## src/rtl/calendar_date_counter.sv

```systemverilog
// Calendar date counter: day/month/year with a day-of-year value that is
// recomputed over several cycles (one month per cycle) after each load.
module calendar_date_counter #(
    parameter int RESET_YEAR = 2000
) (
    input  logic        clk,
    input  logic        reset,
    input  logic        advance,
    input  logic        load,
    input  logic [5:0]  loadDay,
    input  logic [3:0]  loadMonth,
    input  logic [10:0] loadYear,
    output logic [5:0]  dayOfMonth,
    output logic [3:0]  month,
    output logic [10:0] year,
    output logic [8:0]  dayOfYear,
    output logic        leap,
    output logic        valid,
    output logic        busy,
    output logic        loadErr,
    output logic        overrun
);

    typedef enum logic {IDLE = 1'b0, CALC = 1'b1} state_t;

    state_t      r_state, w_state_nxt;
    logic [5:0]  r_day;
    logic [3:0]  r_month;
    logic [10:0] r_year;
    logic [8:0]  r_doy;
    logic [3:0]  r_idx;
    logic [8:0]  r_acc;
    logic        r_loadErr;
    logic        r_overrun;

    logic        w_leap;
    logic        w_load_ok;
    logic        w_accept;
    logic        w_calc_done;
    logic [5:0]  w_cur_len;
    logic [5:0]  w_idx_len;

    // Leap rule is divisibility by 4 only, so the low two year bits suffice.
    function automatic logic [5:0] f_len(input logic [3:0] m, input logic lp);
        case (m)
            4'd2:                   f_len = lp ? 6'd29 : 6'd28;
            4'd4, 4'd6, 4'd9, 4'd11: f_len = 6'd30;
            default:                f_len = 6'd31;
        endcase
    endfunction

    assign w_leap      = (r_year[1:0] == 2'b00);
    assign w_cur_len   = f_len(r_month, w_leap);
    assign w_idx_len   = f_len(r_idx, w_leap);
    assign w_load_ok   = (loadMonth >= 4'd1) && (loadMonth <= 4'd12) && (loadDay >= 6'd1) &&
                         (loadDay <= f_len(loadMonth, loadYear[1:0] == 2'b00));
    assign w_accept    = (r_state == IDLE) && load && w_load_ok;
    assign w_calc_done = (r_state == CALC) && (r_idx == r_month);

    always_ff @(posedge clk) begin
        if (reset) r_state <= IDLE;
        else       r_state <= w_state_nxt;
    end

    always_comb begin
        w_state_nxt = r_state;
        case (r_state)
            IDLE: if (w_accept) w_state_nxt = CALC;
            CALC: if (r_idx == r_month) w_state_nxt = IDLE;
            default: w_state_nxt = IDLE;
        endcase
    end

    always_comb begin
        busy  = (r_state == CALC);
        valid = (r_state == IDLE);
    end

    always_ff @(posedge clk) begin
        if (reset) begin
            r_day     <= 6'd1;
            r_month   <= 4'd1;
            r_year    <= 11'(RESET_YEAR);
            r_doy     <= 9'd1;
            r_idx     <= 4'd1;
            r_acc     <= 9'd0;
            r_loadErr <= 1'b0;
            r_overrun <= 1'b0;
        end else begin
            // Any load not accepted (bad date, or arriving mid-CALC) is flagged.
            r_loadErr <= load && !w_accept;
            r_overrun <= advance && ((r_state == CALC) || load);
            if (w_accept) begin
                r_day   <= loadDay;
                r_month <= loadMonth;
                r_year  <= loadYear;
                r_idx   <= 4'd1;
                r_acc   <= {3'd0, loadDay};
            end else if (r_state == CALC) begin
                if (w_calc_done) begin
                    r_doy <= r_acc;
                end else begin
                    r_acc <= r_acc + {3'd0, w_idx_len};
                    r_idx <= r_idx + 4'd1;
                end
            end else if (advance && !load) begin
                if (r_day < w_cur_len) begin
                    r_day <= r_day + 6'd1;
                    r_doy <= r_doy + 9'd1;
                end else if (r_month < 4'd12) begin
                    r_day   <= 6'd1;
                    r_month <= r_month + 4'd1;
                    r_doy   <= r_doy + 9'd1;
                end else begin
                    r_day   <= 6'd1;
                    r_month <= 4'd1;
                    r_year  <= r_year + 11'd1;
                    r_doy   <= 9'd1;
                end
            end
        end
    end

    assign dayOfMonth = r_day;
    assign month      = r_month;
    assign year       = r_year;
    assign dayOfYear  = r_doy;
    assign leap       = w_leap;
    assign loadErr    = r_loadErr;
    assign overrun    = r_overrun;

endmodule

```

## config.mk

```make
export PLATFORM = sky130hd
export DESIGN_NAME = calendar_date_counter
export DESIGN_NICKNAME = d
export VERILOG_FILES = /design/src/rtl/calendar_date_counter.sv
export SDC_FILE = /design/constraint.sdc
export NUM_CORES = 1
export LEC_CHECK = 0
export ABC_AREA = 1
export ABC_CLOCK_PERIOD_IN_PS = 3000
export CAP_MARGIN = 30
export CORE_AREA = 2 2 105 97
export DETAILED_ROUTE_END_ITERATION = 12
export DIE_AREA = 0 0 107 99
export GPL_TIMING_DRIVEN = 0
export PLACE_DENSITY = 0.55
export SLEW_MARGIN = 30
export SYNTH_ARGS = -nofsm -noshare
export SYNTH_HDL_FRONTEND = slang
export SYNTH_SLANG_ARGS = --single-unit
```

## constraint.sdc

```tcl
create_clock -name clk -period 3 [get_ports clk]
set_input_delay 0.3 -clock clk [delete_from_list [all_inputs] [get_ports clk]]
set_output_delay 0.3 -clock clk [all_outputs]
set_load 0.005 [all_outputs]
```

After elaboration in Yosys (flattened, before gate mapping)
Cells that the tools add are included.

$add $sub $neg: 6. Reduce and logical (&&, ||, !) cells: 27. Equal/unequal tests: 21. Multiplexer cells: 30. $lt $le $gt $ge: 6. Bitwise logic cells: 3.

Operators by type and width (number): $mux W11 (5); $mux W9 (5); $mux W6 (7); $eq A4 B3 Y1 const B (6); $eq A4 B4 Y1 const B (6); $mux W4 (5); $eq A4 B2 Y1 const B (3); $pmux W2 S2 (3); $reduce_or A4 Y1 (3); $add A11 B1 Y11 const B (1); $add A9 B1 Y9 const B (1); $add A9 B5 Y9 (1); $logic_and A1 B1 Y1 (9); $add A4 B1 Y4 const B (2); $add A6 B1 Y6 const B (1); $ge A6 B1 Y1 const B (1); $le A6 B6 Y1 (1); $lt A6 B5 Y1 (1); $ne A2 B2 Y1 const B (3); $reduce_and A2 Y1 (3); $reduce_and A3 Y1 (2); $reduce_bool A2 Y1 (3); $eq A4 B4 Y1 (1); $ge A4 B1 Y1 const B (1); 11 further kinds (19).

Bits in registers: 46. Logic and storage cells: 103.

Logic depth before layout (Yosys ltp)
Word-level depth: 8. Gate-level depth with buffers: 18.

Least setup slack after synthesis
OpenSTA, ideal clock, no wires.

Kind: flip-flop to flip-flop. Start point: register r_idx[0]. End point: register r_acc[8]. Arrival time: 2.280 ns. Cell stages (with the launch flop): 18. Setup slack: 0.655 ns. Cells stage by stage: dfxtp_1 -> inv_1 -> ha_1 -> o21ai_0 -> a21oi_1 -> a21oi_1 -> ha_1 -> inv_1 -> fa_1 -> inv_1 -> nor2_1 -> nand2_1 -> or2_2 -> nand4_1 -> nor2_1 -> xor2_1 -> inv_1 -> nor2_1.

Longest elaborated chain between the ends: 4. Elaborated cells on any way between the ends: 12. Those cells by class: add/sub: 1; eq/ne: 6; mux: 1; bitwise: 1; reduce/logical: 3.

Ends and longest elaborated chain: start: declaration (line 31) `logic [3:0] r_idx;`; start signal: assignment (line 104) `r_idx <= r_idx + 4'd1;`; $eq A4 B3 Y1, or another cell as far along (line 45) `case (m)`; $reduce_or A4 Y1 or $logic_and A1 B1 Y1 (tied branches) (line 45, 58); $pmux W2 S2 or $not A1 Y1 (tied branches); $add A9 B5 Y9 or $reduce_and A2 Y1 (tied branches); end signal: assignment (line 98) `r_acc <= {3'd0, loadDay};`; end signal: assignment (line 103) `r_acc <= r_acc + {3'd0, w_idx_len};`; end: declaration (line 32) `logic [8:0] r_acc;`.

Several ways; a longest one is shown, not always the timed one. A chain may end at the register's enable or synchronous reset.

Worst setup path in the final report
Start point: input loadMonth[3]. End point: register r_doy[3], in the netlist dayOfYear[3].

Longest elaborated chain between the ends: 8. Elaborated cells on any way between the ends: 16. Those cells by class: order compare: 3; eq/ne: 5; mux: 1; bitwise: 1; reduce/logical: 6.

Ends and longest elaborated chain: start: declaration (line 11) `input logic [3:0] loadMonth,`; $eq A4 B3 Y1 or $eq A4 B4 Y1 (tied branches) (line 45); $reduce_or A4 Y1 (line 45); $pmux W2 S2 (line 45); $le A6 B6 Y1 (line 56) `(loadDay <= f_len(loadMonth, loadYear[1:0] == 2'b00));`; $logic_and A1 B1 Y1 (*) (line 55) `assign w_load_ok = (loadMonth >= 4'd1) && (loadMonth <= 4'd12) && (loadDay >= 6'd1) &&`; $logic_and A1 B1 Y1 (*) (line 57) `assign w_accept = (r_state == IDLE) && load && w_load_ok;`; $not A1 Y1 (no source line) (*); $reduce_and A3 Y1 (no source line) (*); end signal: assignment (line 101) `r_doy <= r_acc;`; end signal: assignment (line 109) `r_doy <= r_doy + 9'd1;`; end signal: assignment (line 113) `r_doy <= r_doy + 9'd1;`; end: declaration (line 30) `logic [8:0] r_doy;`.

Mark *: on every way between the ends. The rest lies on a longest branch, timed or not.

==> metrics <==
Port Buffers=between 50 and 60; status=completed; Worst Hold Launch=reset; TritonRoute pass-1 iters=6; CTS H-tree depth=2; mux cell area share after synthesis=0%; Power, Total=around 1.6 mW; pwr dens=roughly 400 nW/µm²; Synth Area in Adders=approximately 7.2%; Fmax=374.5 MHz; Core Box Area=between 9000 and 10000 µm²; Setup CP Type=in -> reg; later-pin clock latency in the skew report=between 0.3 and 0.4 ns; total number of vias=~3.4k; WP data required=~3.2 ns; global-route wire length before repair=roughly 16000 µm; Clk pwr share=between 20 and 30%; gr usage total=~18%; Post-synth ARST share=0%; # DRC=0; CTS tree=built; largest net degree at the start of global routing=14; Post-Synthesis Cells=between 500 and 600; post-synthesis compound-gate area fraction=10.04%; CTS root buffer=clkbuf_8; Starting DRT DRC Count=slightly below 200; startpoint types=primary input; CTS sink cnt=46; detailed placer's ending HPWL=a little under 7000 µm; Slew HR=roughly three fifths; Worst-path clk slew=approximately 0.1 ns; final RePlAce weighted congestion=roughly 0.85; antenna viol nets, final=0; Yosys warnings=0; # Post-CTS Setup Buffers=0; FP Rows=34; EDFF count, synth=0; sequential area share after synthesis=between 20% and 30%; Syn Std Cell Area=3241 µm²; Critical path origin=loadMonth[3]; P_leak=about 2.0 nW; Inserted Clock Buffers=5; Placed Instance Area=between 3000 and 4000 µm²; routed wire length=9244 µm; Post-synth top flop=dfxtp_1; Worst-Margin Slew=0.5781 ns; reg2reg start=r_idx[0]; post-synthesis simple-gate area fraction=between 30% and 40%; Data arrival, critical path=around 2.9 ns; RSZ-0062 raised after global routing=no; Final Hold Viols=0; crit end category=register; fin crit period=about 2.7 ns; Switching Power=around 530 µW; Switching Fraction=roughly a third; # IOs=60; Max-Cap Viols=0; Setup TNS=0 ns; hold_buf cts=0; Yosys reg bits=46; # nets final=620; hold slack=0.3633 ns; initial antenna violation count=0; Cell Int Power=about 1.1 mW; n_diodes=0; worst vdd ir=a little over 200 µV; R2R setup slack=between 0.3 and 0.4 ns; part of the power in registers=between 40 and 50%; Post-Route Skew=roughly 0.0067 ns; Starting Density=~34%; Synth cell types=34; Final Core Density=43.14%; Slew Limit Fails=0; fin cells=between 700 and 800; share of layout cells above drive strength 1=roughly 5.9%; worst setup margin=0.3301 ns; Syn Nets=555; Wirelength per Cell=around 13 µm; Vias/cell=between 4 and 5; Final setup viols=0; Comb pwr share=27.6%; placed instance count=between 600 and 700; vias in the first global route=3298; largest family of logic cells by synthesized area=simple AND/OR/NAND/NOR gates; post-synthesis area per instance=6.329 µm²; Die Wd=about 110 µm; Area Growth Syn to Fin=26.29%; die height=about 99 µm; Tightest Hold Check Type=in -> reg; Clock Path Buffers=2; fin crit share=89.00%; die area=10590 µm²; XOR/XNOR Fraction of Synth Area=under 10%; global route overflow=0; Worst Setup Slack post-DPL=-0.1006 ns; design area=between 4000 and 5000 µm²; crit path max fanout=10
per-layer routing:
metal | vias up | routed length, µm | global-route usage (%)
met2 | 83 | 4182 | 29.74
met5 | - | 0 | 0
met1 | 1539 | 4560 | 24.68
met3 | 17 | 339 | 2.778
met4 | 0 | 162 | 5.794
li1 | 1751 | - | -
placed cells by master (no fill, tap or decap), drive strengths merged:
| cell | instances |
|---|---|
| o21ai | 25 |
| a31oi | 3 |
| clkbuf | 13 |
| o22ai | 1 |
| buf | 12 |
| dfxtp | 46 |
| o21bai | 2 |
| xor2 | 14 |
| nand3 | 43 |
| inv | 79 |
| a31o | 1 |
| nand2 | 136 |
| bufinv | 1 |
| a22oi | 1 |
| ha | 17 |
| nor2 | 57 |
| nor3b | 1 |
| and3 | 2 |
| a21oi | 28 |
| clkdlybuf4s50 | 58 |
| clkinv | 1 |
| fa | 1 |
| xnor2 | 6 |
| or2 | 3 |
| nor3 | 8 |
| nand4 | 19 |
synth_stat cells, types with 5 or more instances:
cell type  number  area share [%]
nand2_1       134              16
nor2_1         56             6.5
nand4_1        19             3.7
nor3_1          7             1.1
xor2_1         14             3.8
buf_2           9             1.4
xnor2_1         6             1.6
clkbuf_1        5            0.58
ha_1           17             6.6
inv_1          76             8.8
o21ai_0        22             3.4
a21oi_1        27             4.2
nand3_1        41             6.3
dfxtp_1        46              28
state kept, by name, summed over array words and instances, names as in the netlist:
signal,cells
r_acc,9
dayOfMonth,6
year,11
dayOfYear,9
r_idx,4
loadErr,1
busy,1
month,4
overrun,1
final cells by class:
class | count | area [µm²]
fill | 1014 | 5394
multi-input combinational | 368 | 1916
sequential | 46 | 920.9
timing repair buffer | 58 | 580.6
inverter | 80 | 300.3
tap | 126 | 157.7
buffer | 18 | 111.4
clock buffer | 7 | 76.32
clock inverter | 1 | 30.03
path summary, 6_finish.rpt:
path / cells after the start / end
setup / recovery: 16 / dayOfYear[3]
hold / removal: 2 / busy
setup reg to reg: 17 / r_acc[8]
hold reg to reg: 2 / year[10]
power groups by stage:
stage               combinational [mW]  clock, mW  sequential [mW]
finish                           0.452      0.485            0.698
global route                     0.509      0.517            0.706
CTS                              0.453      0.493            0.698
detailed placement               0.450          0            0.712
global placement                 0.446          0            0.711
floorplan                        0.276          0            0.704
repair_timing:
item / CTS / global route
hold endpoints to repair: 0 / 0
gates resized for setup: 0 / 2
setup endpoints to repair: 0 / 19
kinds of logic (layout without fill, tap and decap cells):
group / Yosys count / count (layout)
adder cells (fa/ha/maj): 18 / 18
AO/OA/AOI/OAI: 61 / 61
AND/OR/NAND/NOR: 269 / 269
XOR/XNOR: 20 / 20
flip-flops: 46 / 46
buffers and inverters: 98 / 164
worst max-delay path, cell delays in order:
cell and delay, ns:
clkdlybuf4s50_1 0.46, inv_1 0.11, nand2_1 0.08, nor3_2 0.14, o21ai_0 0.10, and3_1 0.15, ha_1 0.27, a21oi_1 0.14
nand2_1 0.18, nand3_4 0.20, nand2_1 0.10, inv_2 0.16, nand2_4 0.12, buf_6 0.16, nor2_1 0.11, a21oi_1 0.08
Note: power is estimated with default switching activity, not from simulation.
